[config.mk]
export PLATFORM = sky130hd
export DESIGN_NAME = booth_mult_arbiter_8_bit_flat
export DESIGN_NICKNAME = d
export VERILOG_FILES = /design/src/rtl/booth_mult_arbiter_8_bit_if.sv /design/src/rtl/booth_mult_arbiter_8_bit.sv /design/src/flat_wrapper.sv
export SDC_FILE = /design/constraint.sdc
export NUM_CORES = 1
export LEC_CHECK = 0
export CAP_MARGIN = 20
export CORE_MARGIN = 2
export CORE_UTILIZATION = 40
export CTS_BUF_LIST = sky130_fd_sc_hd__clkbuf_16
export CTS_CLUSTER_SIZE = 8
export DETAILED_ROUTE_END_ITERATION = 16
export PLACE_DENSITY = 0.72
export SLEW_MARGIN = 20
export SYNTH_ARGS = -nofsm -noshare
export SYNTH_HDL_FRONTEND = slang
export SYNTH_SLANG_ARGS = --single-unit
[constraint.sdc]
create_clock -name clk -period 3.3 [get_ports clk]
set_input_delay 0.495 -clock clk [delete_from_list [all_inputs] [get_ports clk]]
set_output_delay 0.495 -clock clk [all_outputs]
set_load 0.005 [all_outputs]
[src/rtl/booth_mult_arbiter_8_bit_if.sv]
// Request/response bus of the shared Booth multiplier.
// Ports (signals):
//   req_valid/req_ready : per-requester operand handshake
//   req_a/req_b         : packed signed operands, requester i at [i*WIDTH +: WIDTH]
//   rsp_valid/rsp_ready : product handshake
//   rsp_prod/rsp_id     : signed product and owning requester index
//   busy                : multiplier not idle
// Modports: master = requester/consumer side, slave = multiplier side.
interface booth_mult_arbiter_8_bit_if #(
    parameter int unsigned N_REQ = 4,
    parameter int unsigned WIDTH = 8,
    parameter int unsigned ID_W  = 2
);
    logic [N_REQ-1:0]       req_valid;
    logic [N_REQ-1:0]       req_ready;
    logic [N_REQ*WIDTH-1:0] req_a;
    logic [N_REQ*WIDTH-1:0] req_b;
    logic                   rsp_valid;
    logic                   rsp_ready;
    logic [2*WIDTH-1:0]     rsp_prod;
    logic [ID_W-1:0]        rsp_id;
    logic                   busy;

    modport master (
        output req_valid, req_a, req_b, rsp_ready,
        input  req_ready, rsp_valid, rsp_prod, rsp_id, busy
    );

    modport slave (
        input  req_valid, req_a, req_b, rsp_ready,
        output req_ready, rsp_valid, rsp_prod, rsp_id, busy
    );
endinterface

[src/rtl/booth_mult_arbiter_8_bit.sv]
// Shared sequential radix-2 Booth multiplier with a round-robin front end.
// One requester is granted in IDLE, the product is built one Booth step per
// cycle in CALC, and returned with the requester index in RESP.
// Ports:
//   clk  : clock, rising edge
//   rst  : asynchronous active-high reset
//   bus  : slave side of booth_mult_arbiter_8_bit_if (requests, response, busy)
module booth_mult_arbiter_8_bit #(
    parameter int unsigned N_REQ = 4,
    parameter int unsigned WIDTH = 8,
    parameter int unsigned ID_W  = 2
) (
    input  logic                         clk,
    input  logic                         rst,
    booth_mult_arbiter_8_bit_if.slave    bus
);

    localparam int unsigned CNT_W = (WIDTH > 1) ? $clog2(WIDTH) : 1;
    localparam int unsigned P_W   = WIDTH + 1;

    typedef enum logic [1:0] {
        IDLE = 2'd0,
        CALC = 2'd1,
        RESP = 2'd2
    } state_e;

    state_e             state_q, state_d;
    logic [WIDTH-1:0]   a_q, a_d;
    logic [WIDTH-1:0]   q_q, q_d;
    logic               qm1_q, qm1_d;
    logic [P_W-1:0]     p_q, p_d;
    logic [CNT_W-1:0]   cnt_q, cnt_d;
    logic [ID_W-1:0]    id_q, id_d;
    logic [ID_W-1:0]    last_q, last_d;

    logic [N_REQ-1:0]   req_ready_c;
    logic [ID_W-1:0]    gnt_idx_c;
    logic [ID_W-1:0]    cand_c;
    logic               grant_c;
    logic [P_W-1:0]     a_ext_c;
    logic [P_W-1:0]     sum_c;

    // Round-robin search starting just after the last granted requester
    always_comb begin
        req_ready_c = '0;
        gnt_idx_c   = '0;
        cand_c      = '0;
        grant_c     = 1'b0;
        for (int unsigned k = 1; k <= N_REQ; k++) begin
            cand_c = ID_W'((32'(last_q) + k) % N_REQ);
            if (!grant_c && (state_q == IDLE) && !rst && bus.req_valid[cand_c]) begin
                grant_c             = 1'b1;
                gnt_idx_c           = cand_c;
                req_ready_c[cand_c] = 1'b1;
            end
        end
    end

    // Next-state and datapath
    always_comb begin
        state_d = state_q;
        a_d     = a_q;
        q_d     = q_q;
        qm1_d   = qm1_q;
        p_d     = p_q;
        cnt_d   = cnt_q;
        id_d    = id_q;
        last_d  = last_q;
        a_ext_c = {a_q[WIDTH-1], a_q};
        sum_c   = p_q;

        unique case (state_q)
            IDLE: begin
                if (grant_c) begin
                    a_d     = bus.req_a[32'(gnt_idx_c)*WIDTH +: WIDTH];
                    q_d     = bus.req_b[32'(gnt_idx_c)*WIDTH +: WIDTH];
                    qm1_d   = 1'b0;
                    p_d     = '0;
                    cnt_d   = '0;
                    id_d    = gnt_idx_c;
                    last_d  = gnt_idx_c;
                    state_d = CALC;
                end
            end
            CALC: begin
                unique case ({q_q[0], qm1_q})
                    2'b10:   sum_c = p_q - a_ext_c;
                    2'b01:   sum_c = p_q + a_ext_c;
                    default: sum_c = p_q;
                endcase
                // Arithmetic shift of {P, Q, q_m1}; P keeps its sign
                p_d   = {sum_c[P_W-1], sum_c[P_W-1:1]};
                q_d   = {sum_c[0], q_q[WIDTH-1:1]};
                qm1_d = q_q[0];
                cnt_d = cnt_q + CNT_W'(1);
                if (cnt_q == CNT_W'(WIDTH - 1)) begin
                    state_d = RESP;
                end
            end
            RESP: begin
                if (bus.rsp_ready) begin
                    state_d = IDLE;
                end
            end
            default: state_d = IDLE;
        endcase
    end

    // State registers
    always_ff @(posedge clk or posedge rst) begin
        if (rst) begin
            state_q <= IDLE;
            a_q     <= '0;
            q_q     <= '0;
            qm1_q   <= 1'b0;
            p_q     <= '0;
            cnt_q   <= '0;
            id_q    <= '0;
            last_q  <= ID_W'(N_REQ - 1);
        end else begin
            state_q <= state_d;
            a_q     <= a_d;
            q_q     <= q_d;
            qm1_q   <= qm1_d;
            p_q     <= p_d;
            cnt_q   <= cnt_d;
            id_q    <= id_d;
            last_q  <= last_d;
        end
    end

    // Response fields are forced to zero outside RESP so reset and idle read 0
    assign bus.req_ready = req_ready_c;
    assign bus.rsp_valid = (state_q == RESP);
    assign bus.rsp_prod  = (state_q == RESP) ? {p_q[WIDTH-1:0], q_q} : '0;
    assign bus.rsp_id    = (state_q == RESP) ? id_q : '0;
    assign bus.busy      = (state_q != IDLE);

endmodule

[src/flat_wrapper.sv]
// flat-port wrapper written by rule: the top's interface ports become plain ports
module booth_mult_arbiter_8_bit_flat 
#(
    parameter int unsigned N_REQ = 4,
    parameter int unsigned WIDTH = 8,
    parameter int unsigned ID_W  = 2
)
  (clk, rst, bus_req_valid, bus_req_a, bus_req_b, bus_rsp_ready, bus_req_ready, bus_rsp_valid, bus_rsp_prod, bus_rsp_id, bus_busy);
  booth_mult_arbiter_8_bit_if #(.N_REQ(N_REQ), .WIDTH(WIDTH), .ID_W(ID_W)) bus_i ();
  input  logic clk;
  input  logic rst;
  input wire logic [$bits(bus_i.req_valid)-1:0] bus_req_valid;
  input wire logic [$bits(bus_i.req_a)-1:0] bus_req_a;
  input wire logic [$bits(bus_i.req_b)-1:0] bus_req_b;
  input wire logic [$bits(bus_i.rsp_ready)-1:0] bus_rsp_ready;
  output wire logic [$bits(bus_i.req_ready)-1:0] bus_req_ready;
  output wire logic [$bits(bus_i.rsp_valid)-1:0] bus_rsp_valid;
  output wire logic [$bits(bus_i.rsp_prod)-1:0] bus_rsp_prod;
  output wire logic [$bits(bus_i.rsp_id)-1:0] bus_rsp_id;
  output wire logic [$bits(bus_i.busy)-1:0] bus_busy;
  assign bus_i.req_valid = bus_req_valid;
  assign bus_i.req_a = bus_req_a;
  assign bus_i.req_b = bus_req_b;
  assign bus_i.rsp_ready = bus_rsp_ready;
  assign bus_req_ready = bus_i.req_ready;
  assign bus_rsp_valid = bus_i.rsp_valid;
  assign bus_rsp_prod = bus_i.rsp_prod;
  assign bus_rsp_id = bus_i.rsp_id;
  assign bus_busy = bus_i.busy;
  booth_mult_arbiter_8_bit #(.N_REQ(N_REQ), .WIDTH(WIDTH), .ID_W(ID_W)) u_core (.clk(clk), .rst(rst), .bus(bus_i));
endmodule
==> flow_summary.ini <==
[detailed_routing]
vias = 2907
via_per_inst = 5.200
top_layer = met4
first_pass_iters = 5
drc_errors = 0
met2_length_um = 3994
drtIter0Drc = 92
wl_per_cell_um = 14.06
met1Wirelength_um = 3286
ant_nets = 0
wl_met3_um = 460
wirelength_um = 7861

[cts]
clk_latency_ns = 0.27
cts_buffers = 5
clkSinkCount = 34
cts_buffer_depth = 2
htreeDepth = 2
cts_hold_buf = 0
clkTransAtPathRegs_ns = 0.05
cts_tree = built
root_buffer = clkbuf_16

[run_status]
status = finished clean

[synth]
ys_types = 55
synth_top_family_by_area = compound AO/OA/AOI/OAI gates
synth-simple-area-share_pct = 18.13
ys_warn_count = 0
synthMuxAreaShare_pct = 16.81
postSynthCellCount = 346
syn-cell-area_mm2 = 0.003112
ys.flop_type = dfrtp_1
synth_seq_cells = 34
avgSynthCellArea_um2 = 8.993
synth-xor-area-share_pct = 2.815
synth_compound_area_share_pct = 19.54
synthArstFlopShare_pct = 100.0
synthAdderAreaFrac_pct = 8.685
synth-edff-count = 0
synth_fp_nets = 438
yosysSeqAreaShare_pct = 27.42

[placement]
io_buffers = 94
gp_congestion = 0.8595
dp.final_hpwl_um = 6151
place_inst = 546

[sta]
fin_crit_ns = 2.987
setup_viol = 0
slew_headroom_pct = 32.23
drv_slew = 0
tightest_slew_ns = 1.017
rsz0062_at_grt = no
fmax_mhz = 334.8
finClkSkew_ns = 0.008888
fin_crit_sh_pct = 90.51
hold_viol = 0

[setup_path]
critical-path-max-stage-delay_ns = 0.53
critical_path_buf_inv_count = 3
r2r_cells = 11
path_delay_family = buffers and inverters
arrival_ns = 3.14
crit_chain = clkdlybuf4s50_1 > buf_4 > mux4_2 > nand2b_1 > nand2b_1 > a32o_2 > buf_4 > mux2_4 > a21oi_1 > o21ai_1
cp.required_ns = 3.45
r2r_setup_slack_ns = 0.34
cp-end-kind = register
critPathLaunchType = input port
r2r-end = u_core.p_q[6]$_DFFE_PP0P_
rr_startpoint = u_core.q_q[0]$_DFFE_PP0P_
worst-path-max-fanout = 14
startpoint = bus_req_valid[3]
cpMaxStageDelayCell = mux4_2
critPathKind = in -> reg

[global_route]
overflow = 0
grt_first_pass_wirelength_um = 12560
grt_usage_pct = 18.03
antenna_found_initial = 0
grt_pass1_vias = 2769
grt_max_degree = 35

[final_layout]
n_fill_cell = 654
stdcell_count = 559
drive_gt1_share_pct = 16.85
fin_util_pct = 58.46
syn_to_final_growth_pct = 43.67
final_nets = 548
antenna_cells = 0

[hold_path]
hold_depth = 1
hold_class = reg -> reg
hold_end = u_core.id_q[1]$_DFFE_PP0P_
hold_start = u_core.id_q[1]$_DFFE_PP0P_

[floorplan]
die_w_um = 92.20
die-area_mm2 = 0.008501
placement_rows = 32
io_pins = 95
initial_core_util_pct = 40.69
die_h_um = 92.20
coreArea_mm2 = 0.007647

[power_and_ir_drop]
leakage_nw = 1.965
pwr_density_cell_mw_per_mm2 = 917.4
finalPower_mw = 4.101
ir_drop_mv = 0.3888

[run]
max_cap_violations = 0
-- placed cells by master (no fill, tap or decap), drive strengths merged, types with 4 or more instances in the layout --
| cell type | instances |
|---|---|
| clkdlybuf4s50 | 90 |
| nor2 | 37 |
| dfrtp | 32 |
| buf | 31 |
| a21oi | 30 |
| o21ai | 27 |
| and2 | 20 |
| ha | 20 |
| nand2 | 17 |
| mux2i | 17 |
| mux2 | 17 |
| inv | 16 |
| nand3 | 12 |
| xor2 | 8 |
| a22oi | 8 |
| nor2b | 6 |
| nor3 | 6 |
| a21o | 5 |
| clkbuf | 5 |
| mux4 | 5 |
| nand2b | 4 |
| a222oi | 4 |
| dlymetal6s2s | 4 |
| or3 | 4 |
-- metrics by stage --
step | area, um^2 | hold slack [ns] | setup TNS (ns) | setup WS [ns]
6_report | 4471 | 0.4806 | 0 | 0.3133
5_1_grt | 4471 | 0.4946 | 0 | 0.1257
3_5_place_dp | 4253 | 0.4704 | -0.003352 | -0.001970
3_3_place_gp | 4253 | 0.4592 | 0 | 0.09515
4_1_cts | 4414 | 0.4825 | 0 | 0.01294
2_1_floorplan | 3112 | 0.4410 | 0 | 0.09086
-- state kept, by name, summed over array words and instances, names as in the netlist --
register and count:
u_core.a_q 8, u_core.cnt_q 3, u_core.id_q 2, u_core.last_q 2, u_core.p_q 8, u_core.q_q 8, u_core.qm1_q 1, u_core.state_q 2
-- final cells by class --
class | instances | area, um^2 | area share (%)
multi-input combinational | 275 | 2077 | 46.46
timing repair buffer | 125 | 1212 | 27.12
sequential | 34 | 853.3 | 19.09
tap | 102 | 127.6 | 2.855
clock buffer | 5 | 125.1 | 2.799
inverter | 15 | 61.31 | 1.371
clock inverter | 3 | 13.76 | 0.3079
-- routing by layer --
| layer | track usage, % | up-vias |
|---|---|---|
| met3 | 3.287 | 12 |
| met4 | 5.224 | 0 |
| li1 | - | 1459 |
| met1 | 21.51 | 1340 |
| met2 | 32.90 | 96 |
| met5 | 0 | - |
-- power by group --
group	leakage [nW]	switching, mW	internal [mW]
Clock	0.0748	0.162	0.273
Combinational	1.49	1.42	1.38
Sequential	0.398	0.213	0.643
Total	1.97	1.80	2.30
-- how the worst max path moves through the flow --
stage                                           end  slack (ns)  cells past startpoint
final                     u_core.q_q[0]$_DFFE_PP0P_        0.31                     10
after floorplan           u_core.a_q[7]$_DFFE_PP0P_        0.09                     10
after CTS                          bus_req_ready[0]        0.01                      7
after global placement             bus_req_ready[3]         0.1                      7
after global routing      u_core.q_q[0]$_DFFE_PP0P_        0.13                     10
after detailed placement           bus_req_ready[0]      -0.002                      7
-- what timing repair did --
item	in CTS	in global routing
setup endpoints to repair	4	4
pin swaps	0	3
gates resized for setup	6	7
buffers inserted	0	5
-- synthesized netlist by cell type, types with 2 or more instances --
cell type	number	area, um^2
a211oi_1	2	15.01
a21o_1	5	37.54
a21oi_1	30	150.1
a222oi_1	4	40.04
a22o_1	2	17.52
a22oi_1	5	37.54
a22oi_2	3	37.54
a32o_1	2	20.02
and2_1	20	125.1
buf_2	4	20.02
buf_6	4	45.04
clkbuf_1	11	41.29
dfrtp_1	32	800.8
dfstp_2	2	52.55
ha_1	20	250.2
inv_1	14	52.55
mux2_2	5	56.30
mux2_4	12	180.2
mux2i_1	17	170.2
mux4_2	4	90.09
nand2_1	17	63.81
nand2b_1	4	25.02
nand3_1	12	60.06
nor2_1	37	138.9
nor2b_1	6	37.54
nor3_1	6	30.03
nor3b_1	2	15.01
o21ai_0	14	70.07
o21ai_1	12	60.06
o31ai_1	2	15.01
or2_2	2	12.51
or3_1	3	18.77
xnor2_1	2	17.52
xor2_1	8	70.07
-- kinds of logic (layout without fill, tap and decap cells) --
family                   Yosys count  in the layout
AND/OR/NAND/NOR                  114            114
AO/OA/AOI/OAI                     91             91
multiplexers                      39             39
buffers and inverters             37            148
flip-flops                        34             34
adder cells (fa/ha/maj)           21             21
XOR/XNOR                          10             10
Power figures use the tool's default switching activity.
